===== config.mk =====
export PLATFORM = sky130hd
export DESIGN_NAME = vote_session_ctrl_flat
export DESIGN_NICKNAME = d
export VERILOG_FILES = /design/src/rtl/vote_session_ctrl_if.sv /design/src/rtl/vote_session_ctrl.sv /design/src/flat_wrapper.sv
export SDC_FILE = /design/constraint.sdc
export NUM_CORES = 1
export LEC_CHECK = 0
export BUFFER_PORTS_ARGS = -buffer_cell sky130_fd_sc_hd__clkbuf_2
export CORE_MARGIN = 2
export CORE_UTILIZATION = 60
export DETAILED_ROUTE_END_ITERATION = 6
export PLACE_DENSITY = 0.84
export RECOVER_POWER = 50
export SLEW_MARGIN = 25
export SYNTH_ARGS = -nofsm -noshare
export SYNTH_HDL_FRONTEND = slang
export SYNTH_SLANG_ARGS = --single-unit

===== constraint.sdc =====
create_clock -name i_clk -period 4.5 [get_ports i_clk]
set_clock_uncertainty 0.05 [all_clocks]
set_input_delay 0.225 -clock i_clk [delete_from_list [all_inputs] [get_ports i_clk]]
set_output_delay 0.225 -clock i_clk [all_outputs]
set_load 0.01 [all_outputs]

===== src/rtl/vote_session_ctrl_if.sv =====
// Handshake bundle between the voter front end / vote circuit and the session controller.
// The master side drives the session controls, the vote strobes and the vote circuit's P output.
interface vote_session_ctrl_if;
    logic       start;
    logic       clear;
    logic [3:0] btn;
    logic [3:0] yes;
    logic       p_in;
    logic [3:0] vote;
    logic [3:0] voted;
    logic       busy;
    logic       done;
    logic       result;

    modport master (
        output start, clear, btn, yes, p_in,
        input  vote, voted, busy, done, result
    );

    modport slave (
        input  start, clear, btn, yes, p_in,
        output vote, voted, busy, done, result
    );
endinterface


===== src/rtl/vote_session_ctrl.sv =====
// Voting-session controller: opens a window, latches one vote per voter, closes on
// all-voted or timeout, drives the vote circuit and captures its P output into RESULT.
module vote_session_ctrl #(
    parameter int TIMEOUT = 1000,
    parameter int TW      = 10
) (
    input  logic                  i_clk,
    input  logic                  i_rst_n,
    vote_session_ctrl_if.slave    s_bus
);
    typedef enum logic [1:0] {S_IDLE, S_OPEN, S_EVAL, S_HOLD} state_t;

    state_t        r_state;
    logic [TW-1:0] r_timer;
    logic [3:0]    r_lat;
    logic [3:0]    r_vote;
    logic [3:0]    r_voted;
    logic          r_busy;
    logic          r_done;
    logic          r_result;

    logic [3:0]    w_acc;
    logic [3:0]    w_lat_nxt;
    logic [3:0]    w_voted_nxt;
    logic          w_close;

    // Only first presses are accepted; a close decision includes this cycle's presses.
    assign w_acc       = s_bus.btn & ~r_voted;
    assign w_lat_nxt   = (r_lat & ~w_acc) | (s_bus.yes & w_acc);
    assign w_voted_nxt = r_voted | w_acc;
    assign w_close     = (&w_voted_nxt) || (r_timer == TW'(TIMEOUT - 1));

    always_ff @(posedge i_clk or negedge i_rst_n) begin
        if (!i_rst_n) begin
            r_state  <= S_IDLE;
            r_timer  <= '0;
            r_lat    <= '0;
            r_vote   <= '0;
            r_voted  <= '0;
            r_busy   <= 1'b0;
            r_done   <= 1'b0;
            r_result <= 1'b0;
        end else begin
            r_done <= 1'b0;
            case (r_state)
                S_IDLE: begin
                    if (s_bus.start) begin
                        r_state <= S_OPEN;
                        r_lat   <= '0;
                        r_voted <= '0;
                        r_vote  <= '0;
                        r_timer <= '0;
                        r_busy  <= 1'b1;
                    end
                end
                S_OPEN: begin
                    r_lat   <= w_lat_nxt;
                    r_voted <= w_voted_nxt;
                    if (w_close) begin
                        // Votes become visible only now, giving the vote circuit one settle cycle.
                        r_state <= S_EVAL;
                        r_vote  <= w_lat_nxt;
                    end else begin
                        r_timer <= r_timer + TW'(1);
                    end
                end
                S_EVAL: begin
                    r_result <= s_bus.p_in;
                    r_state  <= S_HOLD;
                    r_done   <= 1'b1;
                    r_busy   <= 1'b0;
                end
                S_HOLD: begin
                    if (s_bus.start) begin
                        r_state <= S_OPEN;
                        r_lat   <= '0;
                        r_voted <= '0;
                        r_vote  <= '0;
                        r_timer <= '0;
                        r_busy  <= 1'b1;
                    end else if (s_bus.clear) begin
                        r_state  <= S_IDLE;
                        r_vote   <= '0;
                        r_voted  <= '0;
                        r_result <= 1'b0;
                    end
                end
                default: r_state <= S_IDLE;
            endcase
        end
    end

    assign s_bus.vote   = r_vote;
    assign s_bus.voted  = r_voted;
    assign s_bus.busy   = r_busy;
    assign s_bus.done   = r_done;
    assign s_bus.result = r_result;
endmodule


===== src/flat_wrapper.sv =====
// flat-port wrapper written by rule: the top's interface ports become plain ports
module vote_session_ctrl_flat 
#(
    parameter int TIMEOUT = 1000,
    parameter int TW      = 10
)
  (i_clk, i_rst_n, s_bus_start, s_bus_clear, s_bus_btn, s_bus_yes, s_bus_p_in, s_bus_vote, s_bus_voted, s_bus_busy, s_bus_done, s_bus_result);
  vote_session_ctrl_if s_bus_i ();
  input  logic i_clk;
  input  logic i_rst_n;
  input wire logic [$bits(s_bus_i.start)-1:0] s_bus_start;
  input wire logic [$bits(s_bus_i.clear)-1:0] s_bus_clear;
  input wire logic [$bits(s_bus_i.btn)-1:0] s_bus_btn;
  input wire logic [$bits(s_bus_i.yes)-1:0] s_bus_yes;
  input wire logic [$bits(s_bus_i.p_in)-1:0] s_bus_p_in;
  output wire logic [$bits(s_bus_i.vote)-1:0] s_bus_vote;
  output wire logic [$bits(s_bus_i.voted)-1:0] s_bus_voted;
  output wire logic [$bits(s_bus_i.busy)-1:0] s_bus_busy;
  output wire logic [$bits(s_bus_i.done)-1:0] s_bus_done;
  output wire logic [$bits(s_bus_i.result)-1:0] s_bus_result;
  assign s_bus_i.start = s_bus_start;
  assign s_bus_i.clear = s_bus_clear;
  assign s_bus_i.btn = s_bus_btn;
  assign s_bus_i.yes = s_bus_yes;
  assign s_bus_i.p_in = s_bus_p_in;
  assign s_bus_vote = s_bus_i.vote;
  assign s_bus_voted = s_bus_i.voted;
  assign s_bus_busy = s_bus_i.busy;
  assign s_bus_done = s_bus_i.done;
  assign s_bus_result = s_bus_i.result;
  vote_session_ctrl #(.TIMEOUT(TIMEOUT), .TW(TW)) u_core (.i_clk(i_clk), .i_rst_n(i_rst_n), .s_bus(s_bus_i));
endmodule

* Word level (Yosys, flattened, before mapping)
Cells that the tools add are included.
** Operators by class
- Add/sub/neg operators :: 1
- Equality and inequality tests :: 11
- Multiplexer cells :: 21
- Bitwise gates (word level) :: 7
- Reduce and logical (&&, ||, !) cells :: 15
** Operators with widths (count)
- $pmux 4 s3 :: 2
- $mux 10 :: 2
- $pmux 10 s2 :: 1
- $mux 4 :: 4
- $and 4x4->4 :: 3
- $reduce_and 3->1 :: 4
- $add 10x1->10 const B :: 1
- $eq 10x10->1 const B :: 1
- $mux 2 :: 4
- $ne 2x2->1 const B :: 4
- $not 4->4 :: 2
- $or 4x4->4 :: 2
- $pmux 2 s4 :: 1
- $pmux 4 s2 :: 1
- $reduce_and 4->1 :: 2
- $reduce_bool 2->1 :: 3
- $eq 2x2->1 const B :: 2
- $mux 1 :: 4
- $ne 2x1->1 const B :: 2
- $pmux 1 s2 :: 2
- $reduce_and 2->1 :: 2
- $ne 3x3->1 const B :: 1
- $reduce_bool 3->1 :: 1
- $eq 2x1->1 const B :: 1
- 3 further kinds :: 3
** Storage, ports and cells
- Bits in registers :: 27
- Input port bits :: 13
- Output and inout bits :: 11

* Longest topological paths before layout
Gate-level depths: netlist of the first run.
- Depth after elaboration :: 7
- Mapped depth :: 8
- Gate-level depth less buffers :: 6

* Least setup slack after synthesis of the first run
OpenSTA, ideal clock, no wires.
- Path type :: register -> register
- Start :: register u_core.r_state[1]
- End :: register u_core.r_timer[3]
- Setup time :: 0.148 ns
- Arrival time :: 1.914 ns
- Slack :: 2.388 ns
- Cell stages (with the launch flop) :: 9
- Path buffers :: 2
- Clock period less this slack :: 2.112 ns
- Path through :: dfrtp_1 > inv_1 > ha_1 > buf_2 > inv_1 > nor3_1 > or3_1 > buf_2 > o311ai_0
** On the way
- Cells in the longest elaborated chain, start to end :: 4
- Elaborated cells on any way between the ends :: 9
- Those cells by class :: eq/ne: 4; mux: 1; reduce/logical: 4
** RTL lines
- start: declaration :: RTL line vote_session_ctrl.sv:13 : state_t r_state;
- start signal: assignment :: RTL line vote_session_ctrl.sv:35 : r_state <= S_IDLE;
- start signal: assignment :: RTL line vote_session_ctrl.sv:48 : r_state <= S_OPEN;
- start signal: assignment :: RTL line vote_session_ctrl.sv:61 : r_state <= S_EVAL;
- $eq 2x2->1 / $logic_not 2->1 (equally long branches) :: RTL line vote_session_ctrl.sv:45 : case (r_state)
- $reduce_or 2->1 (no source line)
- $ne 2x1->1 (no source line) / $reduce_bool 2->1 (equally long branches)
- $reduce_and 3->1 (no source line)
- end signal: assignment :: RTL line vote_session_ctrl.sv:64 : r_timer <= r_timer + TW'(1);
- end: declaration :: RTL line vote_session_ctrl.sv:14 : logic [TW-1:0] r_timer;
Several ways; a longest one is shown, not always the timed one.
A chain may end at the register's enable or synchronous reset.

* Worst setup path in the final report of the first run
- Start :: register u_core.r_state[0]
- End :: register u_core.r_timer[6]
Same word-level chain as after synthesis.

==> impl_metrics.ini, run 1 <==
[clock_network]
cts_root_buffer = clkbuf_4
tritoncts = done
clk_latency_ns = 0.33
cts_setup_buffers = 0
clk_pin_slew_ns = 0.15
cts_buffer_depth = 2
cts_buffers = 3
postCtsHoldBufs = 1
clock-sinks = 27
cts.htree.levels = 1
post_cts_resized = 0

[synthesis]
ys.flop_type = dfrtp_1
synthCells = 147
synthXorXnorAreaFrac_pct = 0.572
ys_seq_area_share_pct = 44.1
synthSimpleGateAreaFrac_pct = 19.1
ys_types = 38
netlist_area_um2 = 1530
synth_top_family_by_area = compound AO/OA/AOI/OAI gates
synth_compound_area_share_pct = 19.8
synthMuxAreaShare_pct = 7.60
synth_fa_ha_area_share_pct = 5.72
synthArstFlopShare_pct = 100
synth_nets = 167
syn_area_per_cell_um2 = 10.4
ys_ff_latch = 27
synth-edff-count = 0
yosys_warnings = 0

[grt]
grt_max_degree = 28
grt_pass1_wl_um = 5040
grt_overflow = 0
antenna_found_initial = 0
grt_pass1_vias = 1149
grt.total_usage_pct = 23.4

[layout]
final_nets = 191
syn_to_final_growth_pct = 10.8
drive_above_1_share_pct = 20.0
final_common_cell = dfrtp_1
num-fill-cells = 196
final_cells = 200
final_cell_area_um2 = 1700
layout_common_cells = dfrtp_1, clkbuf_2, nor2_1
diodes = 0

[critical_path]
critPathCaptureType = register
reg2reg_to = u_core.r_timer[6]$_DFFE_PN0P_
cp.required_ns = 4.69
crit_fanout = 22
critPathCapture = u_core.r_timer[6]$_DFFE_PN0P_
start_kind = register
crit_type = reg2reg
arrival_ns = 3.06
rrSetupSlack_ns = 1.62
reg2reg_depth = 5
critical_path.startpoint = u_core.r_state[0]$_DFFE_PN0P_
rr_startpoint = u_core.r_state[0]$_DFFE_PN0P_

[pwr]
clockPowerShare_pct = 9.2
p_sw_share_pct = 45.0
pwr-share-comb_pct = 53.1
irDropWorstVdd_uv = 458
pwr_density_cell_nw_per_um2 = 707
p_int_uw = 660
pwr-share-seq_pct = 37.7
post-layout-total-power_mw = 1.20
cellLeakagePower_nw = 0.776
switching_power_uw = 540

[drt]
drc_errors = 0
wire_per_inst_um = 15.6
ant_nets = 0
met2WireLength_um = 1520
dr.pass1.iters = 4
via_per_inst = 6.17
num_vias = 1234
wl_met3_um = 112
highest_layer = met4
finalWirelength_um = 3120
drt-met1-wl_um = 1450
drtIter0Drc = 45

[floorplan]
die_h_um = 54.5
start_util_pct = 62.4
io_pins = 24
core_um2 = 2450
rows = 18
die_area_um2 = 2970
dieWidth_um = 54.5

[placed_design]
placed_cells = 195
place.gp.congestion = 0.867
post-dp-hpwl_um = 2260
placed_cell_area_um2 = 1660
io_buffers = 23

[sta]
setup_viol = 0
hold_viol_final = 0
relSlewSlack_pct = 5.20
period_needed_ns = 2.88
worst_slew_pin_slew_ns = 1.42
rsz0062_at_grt = no
fmax_ghz = 0.348
maxSlewViolCount = 0
fin_setup_tns_ns = 0
whs_ns = 0.141
post-route-period-util_pct = 63.9

[min_path]
holdCritPathClass = in2reg

[run_status]
status = completed

[job]
maxCapViolations = 0
==> worst max-delay path: stages (launching register included) <==
cell	delay, ns
dfrtp_1	0.41
inv_1	0.13
ha_1	0.73
mux2i_1	0.44
or3_1	0.62
a221o_1	0.40
==> how the worst min path moves through the flow <==
stage / from / to / depth (start not counted)
after CTS: s_bus_btn[0] / u_core.s_bus.voted[0]$_DFFE_PN0P_ / 3
after global placement: i_rst_n / u_core.s_bus.done$_DFF_PN0_ / 1
final: s_bus_btn[0] / u_core.s_bus.voted[0]$_DFFE_PN0P_ / 3
after detailed placement: i_rst_n / u_core.s_bus.done$_DFF_PN0_ / 1
after floorplan: i_rst_n / u_core.r_lat[0]$_DFFE_PN0P_ / 0
after global routing: s_bus_btn[0] / u_core.s_bus.voted[0]$_DFFE_PN0P_ / 3
==> flip-flops by register name (all words and copies together) (netlist names) <==
signal,count
u_core.r_lat,4
u_core.s_bus.busy,1
u_core.r_timer,10
u_core.r_state,2
u_core.s_bus.vote,4
u_core.s_bus.result,1
u_core.s_bus.voted,4
u_core.s_bus.done,1
==> final cells by class <==
class                   count  area (um^2)  share of cell area, %
repair buffers             24          119                   7.01
clock inverters             1         7.51                  0.442
flip-flops and latches     27          676                   39.8
multi-input cells         108          808                   47.6
inverters                   7         26.3                   1.55
well taps                  30         37.5                   2.21
clock buffers               3         22.5                   1.33
==> cells in the mapped netlist, types with 4 or more instances <==
| library cell | count | share of area (%) |
|---|---|---|
| o211ai_1 | 4 | 2.0 |
| inv_1 | 7 | 1.7 |
| o22ai_1 | 4 | 1.6 |
| a22o_1 | 6 | 3.4 |
| nor3_1 | 4 | 1.3 |
| nor2_1 | 11 | 2.7 |
| nand3_1 | 7 | 2.3 |
| o311ai_0 | 4 | 2.3 |
| mux2_2 | 5 | 3.7 |
| a31oi_1 | 5 | 2.0 |
| dfrtp_1 | 27 | 44 |
| o31ai_1 | 6 | 2.9 |
| nand2_1 | 5 | 1.2 |
| nand2b_1 | 7 | 2.9 |
| mux2i_1 | 6 | 3.9 |
| ha_1 | 7 | 5.7 |
==> cells by family (layout without fill, tap and decap cells) <==
| group | count (synthesis) | after routing |
|---|---|---|
| flops | 27 | 27 |
| compound gates | 37 | 37 |
| buf+inv | 12 | 35 |
| xor+xnor | 1 | 1 |
| fa+ha+maj | 7 | 7 |
| mux | 11 | 11 |
| simple gates | 52 | 52 |
==> through the flow <==
step | setup WS (ns) | utilization, %
final | 1.62 | 69.1
after global routing | 1.35 | 69.1
after CTS | 1.63 | 69.4
after detailed placement | 1.66 | 67.7
after global placement | 1.79 | 67.7
after floorplan | 2.39 | -
==> power groups by stage <==
stage | logic, mW | clock network, mW | registers [mW]
2_1_floorplan | 0.475 | 0 | 0.455
3_3_place_gp | 0.609 | 0 | 0.448
3_5_place_dp | 0.638 | 0 | 0.456
6_report | 0.638 | 0.110 | 0.452
4_1_cts | 0.644 | 0.112 | 0.451
5_1_grt | 0.715 | 0.120 | 0.472
==> per-layer routing <==
layer,global-route usage (%),vias up
li1,-,601
met1,32.5,593
met2,38.0,36
met3,2.46,4
met4,7.92,0
met5,0,-
Note: power is estimated with default switching activity, not from simulation.
==> run 2, diff against run 1 <==
--- a/config.mk
+++ b/config.mk
@@ -7,9 +7,9 @@
 export LEC_CHECK = 0
 export BUFFER_PORTS_ARGS = -buffer_cell sky130_fd_sc_hd__clkbuf_2
 export CORE_MARGIN = 2
-export CORE_UTILIZATION = 60
+export CORE_UTILIZATION = 50
 export DETAILED_ROUTE_END_ITERATION = 6
-export PLACE_DENSITY = 0.84
+export PLACE_DENSITY = 0.75
 export RECOVER_POWER = 50
 export SLEW_MARGIN = 25
 export SYNTH_ARGS = -nofsm -noshare
==> constraint.sdc (replaced) <==
create_clock -name i_clk -period 2.4 [get_ports i_clk]
set_clock_uncertainty 0.05 [all_clocks]
set_input_delay 0.12 -clock i_clk [delete_from_list [all_inputs] [get_ports i_clk]]
set_output_delay 0.12 -clock i_clk [all_outputs]
set_load 0.01 [all_outputs]
==> run 2 against run 1 <==
Compared with the run above:
- core utilization is 11 points lower
- via count rose by 4.5%
- global-route usage is 3.2 points lower
- clock-buffer cell count did not move
- critical path type unchanged
- critical endpoint is now u_core.s_bus.vote[3]$_DFFE_PN0P_
- highest routed layer unchanged
==> impl_metrics.ini, run 2 (synthesis results as in run 1) <==
[clock_network]
cts_setup_buffers = 0
clk_pin_slew_ns = 0.14
cts_buffers = 3
cts_root_buffer = clkbuf_4
clk_latency_ns = 0.31
cts.htree.levels = 1
cts_buffer_depth = 2
tritoncts = done
clock-sinks = 27
post_cts_resized = 0

[sta]
relSlewSlack_pct = 3.47
worst_slew_pin_slew_ns = 1.45
fmax_ghz = 0.442
maxSlewViolCount = 0
rsz0062_at_grt = no
setup_viol = 0
post-route-period-util_pct = 94.3
fin_setup_tns_ns = 0
period_needed_ns = 2.26
hold_viol_final = 0

[critical_path]
cp_slowest_cell = or4_4
crit_fanout = 5
arrival_ns = 2.43
crit_type = reg2reg
start_kind = register
cp.required_ns = 2.57
slowest_delay_ns = 0.54
rrSetupSlack_ns = 0.14
critical_path.startpoint = u_core.r_timer[1]$_DFFE_PN0P_
worstPathBufferInverterCount = 0
critPathCapture = u_core.s_bus.vote[3]$_DFFE_PN0P_
reg2reg_to = u_core.s_bus.vote[3]$_DFFE_PN0P_
reg2reg_depth = 5
rr_startpoint = u_core.r_timer[1]$_DFFE_PN0P_
cp.depth = 5
critPathCaptureType = register
cp_cell_sequence = ha_1, nand4_1, or4_4, a311oi_4, mux2_2
cp_top_family = simple AND/OR/NAND/NOR gates

[pwr]
cellLeakagePower_nw = 0.800
pwr_density_cell_nw_per_um2 = 1320
irDropWorstVdd_uv = 484

[drt]
wire_per_inst_um = 15.3
drc_errors = 0
drtIter0Drc = 75
ant_nets = 0
dr.pass1.iters = 4
via_per_inst = 6.23
finalWirelength_um = 3180
num_vias = 1289

[layout]
largest_reg_flops = 10
final_cells = 207
final_nets = 195
layout_common_cells = dfrtp_1, clkbuf_2, nor2_1
syn_to_final_growth_pct = 12.8
diodes = 0
largest_register = u_core.r_timer
final_common_cell = dfrtp_1
drive_above_1_share_pct = 21.8

[placed_design]
post-dp-hpwl_um = 2400
placed_cells = 202
place.gp.congestion = 0.792
io_buffers = 23

[grt]
grt.total_usage_pct = 20.2
grt_max_degree = 28
grt_overflow = 0
grt_pass1_vias = 1294
antenna_found_initial = 0
grt_pass1_wl_um = 5460

[floorplan]
die_area_um2 = 3520
die_h_um = 59.3
dieWidth_um = 59.3
start_util_pct = 51.4
io_pins = 24
core_um2 = 2980
rows = 20

[run_status]
status = completed

[job]
maxCapViolations = 0

[min_path]
holdCritPathClass = in2reg
## run 2: cell types whose count changed in the layout (fill, tap and decap cells not counted), sizes merged
cell	change
clkinv	+1
clkinvlp	-1
buf	+4
## run 2: worst min path at each step
stage                      start                           endpoint  slack (ns)  cells after the start
finish              s_bus_btn[1]  u_core.s_bus.voted[1]$_DFFE_PN0P_        0.04                      3
global route        s_bus_btn[3]  u_core.s_bus.voted[3]$_DFFE_PN0P_        0.04                      3
CTS                 s_bus_btn[2]  u_core.s_bus.voted[2]$_DFFE_PN0P_        0.04                      3
detailed placement       i_rst_n        u_core.s_bus.done$_DFF_PN0_        0.13                      1
global placement         i_rst_n        u_core.s_bus.done$_DFF_PN0_        0.12                      1
floorplan                i_rst_n        u_core.r_lat[0]$_DFFE_PN0P_       -0.23                      0
## run 2: area by class of cell
type	count	area, um^2
clock buffers	3	22.5
clock inverters	1	5.00
fillers	264	1250
inverters	7	26.3
multi-input cells	108	808
flip-flops and latches	27	676
well taps	33	41.3
repair buffers	28	149
## run 2: power breakdown
group	internal, mW	switching [mW]	total [mW]
combinational	0.549	0.691	1.24
sequential	0.659	0.188	0.847
clock	0.0623	0.132	0.194
total	1.27	1.01	2.28
## run 2: stage by stage
stage          hold slack (ns)  total power, mW  instance area (um^2)  setup slack, ns  util (%)
2_1_floorplan           -0.226             1.74                  1530            0.288         -
4_1_cts                 0.0357             2.30                  1730            0.141      58.2
3_5_place_dp             0.134             2.11                  1700            0.166      57.0
6_report                0.0400             2.28                  1730            0.136      58.0
5_1_grt                 0.0359             2.48                  1730           0.0118      58.0
3_3_place_gp             0.120             2.04                  1700            0.222      57.0
## run 2: layer usage
layer  vias to the layer above  GRT usage (%)  part of all wire (%)
met2                        31           37.5                    52
li1                        608              -                     -
met3                         4           2.84                   2.8
met1                       646           23.8                    44
met5                         -              0                     0
met4                         0           6.17                  0.79
## run 2: worst reg2reg max path: cells and delay by family (launching register included)
kind	cells	cell delay, ns
adder cells (fa/ha/maj)	1	0.23
AND/OR/NAND/NOR	2	0.67
flip-flops	1	0.42
AO/OA/AOI/OAI	1	0.41
multiplexers	1	0.38
## run 2: timing repair
item	in CTS	in global routing
endpoints found under the setup margin	0	0
hold buffers	1	0
endpoints found under the hold margin	27	0
==> run 3, diff against run 2 <==
--- a/config.mk
+++ b/config.mk
@@ -7,9 +7,10 @@
 export LEC_CHECK = 0
 export BUFFER_PORTS_ARGS = -buffer_cell sky130_fd_sc_hd__clkbuf_2
 export CORE_MARGIN = 2
-export CORE_UTILIZATION = 50
+export CORE_UTILIZATION = 55
 export DETAILED_ROUTE_END_ITERATION = 6
-export PLACE_DENSITY = 0.75
+export HOLD_SLACK_MARGIN = 0.03
+export PLACE_DENSITY = 0.78
 export RECOVER_POWER = 50
 export SLEW_MARGIN = 25
 export SYNTH_ARGS = -nofsm -noshare
==> constraint.sdc (replaced) <==
create_clock -name i_clk -period 2.5 [get_ports i_clk]
set_clock_uncertainty 0.05 [all_clocks]
set_input_delay 0.125 -clock i_clk [delete_from_list [all_inputs] [get_ports i_clk]]
set_output_delay 0.125 -clock i_clk [all_outputs]
set_load 0.01 [all_outputs]
==> run 3 against run 2 <==
Compared with the run above:
- clock-buffer cell count rose by 1
- design area fell by 0.22%
- fmax rose by 1.1%
- global-route usage rose by 2.7 points
- routed wire length rose by 3.1%
- critical path type unchanged
- setup slack improved by 0.12 ns
- sequential share of layout area rose by 0.085 points
- first-iteration DRC count fell by 12%
- total power fell by 3.8%
- final cell count fell by 0.97%
- largest power group unchanged
==> impl_metrics.ini, run 3 (synthesis results as in run 1) <==
[floorplan]
start_util_pct = 56.5
die_h_um = 56.8
dieWidth_um = 56.8
rows = 19
io_pins = 24
die_area_um2 = 3220
core_um2 = 2710

[sta]
worst_slew_pin_slew_ns = 1.46
fin_setup_tns_ns = 0
relSlewSlack_pct = 2.73
maxSlewViolCount = 0
rsz0062_at_grt = no
hold_viol_final = 0
fmax_ghz = 0.446
post-route-period-util_pct = 89.6
period_needed_ns = 2.24
setup_viol = 0

[layout]
layout_common_cells = dfrtp_1, clkbuf_2, nor2_1
drive_above_1_share_pct = 21.3
final_nets = 195
largest_reg_flops = 10
largest_register = u_core.r_timer
final_cell_area_um2 = 1720
syn_to_final_growth_pct = 12.6
fin_util_pct = 63.6
final_common_cell = dfrtp_1
diodes = 0
final_cells = 205

[critical_path]
crit_type = reg2reg
cp_cell_sequence = ha_1, nand4_1, or4_4, a311oi_4, mux2_2
rr_startpoint = u_core.r_timer[1]$_DFFE_PN0P_
cp_slowest_cell = or4_4
cp.required_ns = 2.68
crit_fanout = 5
start_kind = register
reg2reg_to = u_core.s_bus.vote[0]$_DFFE_PN0P_
rrSetupSlack_ns = 0.26
reg2reg_depth = 5
arrival_ns = 2.42
critPathCaptureType = register
slowest_delay_ns = 0.55

[run_status]
status = completed

[placed_design]
io_buffers = 23
post-dp-hpwl_um = 2420
placed_cells = 200
placed_cell_area_um2 = 1690
place.gp.congestion = 0.844

[clock_network]
cts_buffer_depth = 2
cts.htree.levels = 1
clk_latency_ns = 0.33
cts_buffers = 3
tritoncts = done
cts_root_buffer = clkbuf_4
clk_pin_slew_ns = 0.14
clock-sinks = 27

[drt]
num_vias = 1250
wire_per_inst_um = 16.0
ant_nets = 0
dr.pass1.iters = 4
drc_errors = 0
finalWirelength_um = 3280
via_per_inst = 6.10
drtIter0Drc = 66

[grt]
grt_overflow = 0
grt.total_usage_pct = 22.9
grt_pass1_vias = 1262
antenna_found_initial = 0
grt_pass1_wl_um = 5710
grt_max_degree = 28

[pwr]
post-layout-total-power_mw = 2.19
irDropWorstVdd_uv = 799
cellLeakagePower_nw = 0.797
pwr_density_cell_nw_per_um2 = 1270

[job]
maxCapViolations = 0

[min_path]
holdCritStartpoint = s_bus_btn[3]
holdCritPathClass = in2reg
hold_path_end = u_core.s_bus.voted[3]$_DFFE_PN0P_
hold_path_depth = 3
==> run 3: routing by layer <==
| layer | vias to the layer above | track usage (%) | routed length [um] |
|---|---|---|---|
| met1 | 602 | 29.3 | 1470 |
| li1 | 615 | - | - |
| met3 | 5 | 2.30 | 104 |
| met2 | 28 | 39.4 | 1660 |
| met5 | - | 0 | 0 |
| met4 | 0 | 9.63 | 42 |
==> run 3: how the worst max path moves through the flow <==
stage	from	endpoint	slack, ns	depth (start not counted)
5_1_grt	u_core.r_state[1]$_DFFE_PN0P_	u_core.r_timer[3]$_DFFE_PN0P_	0.05	6
2_1_floorplan	u_core.r_state[1]$_DFFE_PN0P_	u_core.r_timer[3]$_DFFE_PN0P_	0.39	8
4_1_cts	u_core.r_state[1]$_DFFE_PN0P_	u_core.r_timer[3]$_DFFE_PN0P_	0.24	6
6_report	u_core.r_timer[1]$_DFFE_PN0P_	u_core.s_bus.vote[0]$_DFFE_PN0P_	0.26	5
3_3_place_gp	u_core.r_timer[0]$_DFFE_PN0P_	u_core.s_bus.vote[3]$_DFFE_PN0P_	0.32	5
3_5_place_dp	u_core.r_timer[1]$_DFFE_PN0P_	u_core.s_bus.vote[0]$_DFFE_PN0P_	0.26	5
==> run 3: stage by stage <==
| stage | setup WS (ns) | hold slack [ns] |
|---|---|---|
| floorplan | 0.388 | -0.221 |
| global placement | 0.317 | 0.132 |
| detailed placement | 0.265 | 0.144 |
| CTS | 0.245 | 0.0352 |
| global route | 0.0521 | 0.0323 |
| finish | 0.260 | 0.0395 |
==> run 3: layout make-up <==
class | instances | area (um^2)
Inverter | 7 | 26.3
Multi-Input combinational cell | 108 | 808
Fill cell | 219 | 986
Timing Repair Buffer | 28 | 149
Sequential cell | 27 | 676
Clock buffer | 4 | 26.3
Tap cell | 31 | 38.8
==> run 3: critical path, delay by kind of cell (launching register included) <==
family / cells / cell delay [ns]
muxes: 1 / 0.38
DFF: 1 / 0.42
and+or+nand+nor: 2 / 0.68
AOI/OAI and AO/OA: 1 / 0.41
adders and majority gates: 1 / 0.22
==> run 3: report_power, final <==
group | internal, mW | total, mW | leakage, nW | switching, mW
clock | 0.0626 | 0.189 | 0.0150 | 0.126
combinational | 0.526 | 1.19 | 0.437 | 0.660
sequential | 0.633 | 0.819 | 0.346 | 0.186
==> run 3: repair_timing <==
action | 4_1_cts | 5_1_grt
setup buffers | 0 | 0
endpoints found under the hold margin | 27 | 0
gates resized for setup | 0 | 0
hold buffers | 1 | 0
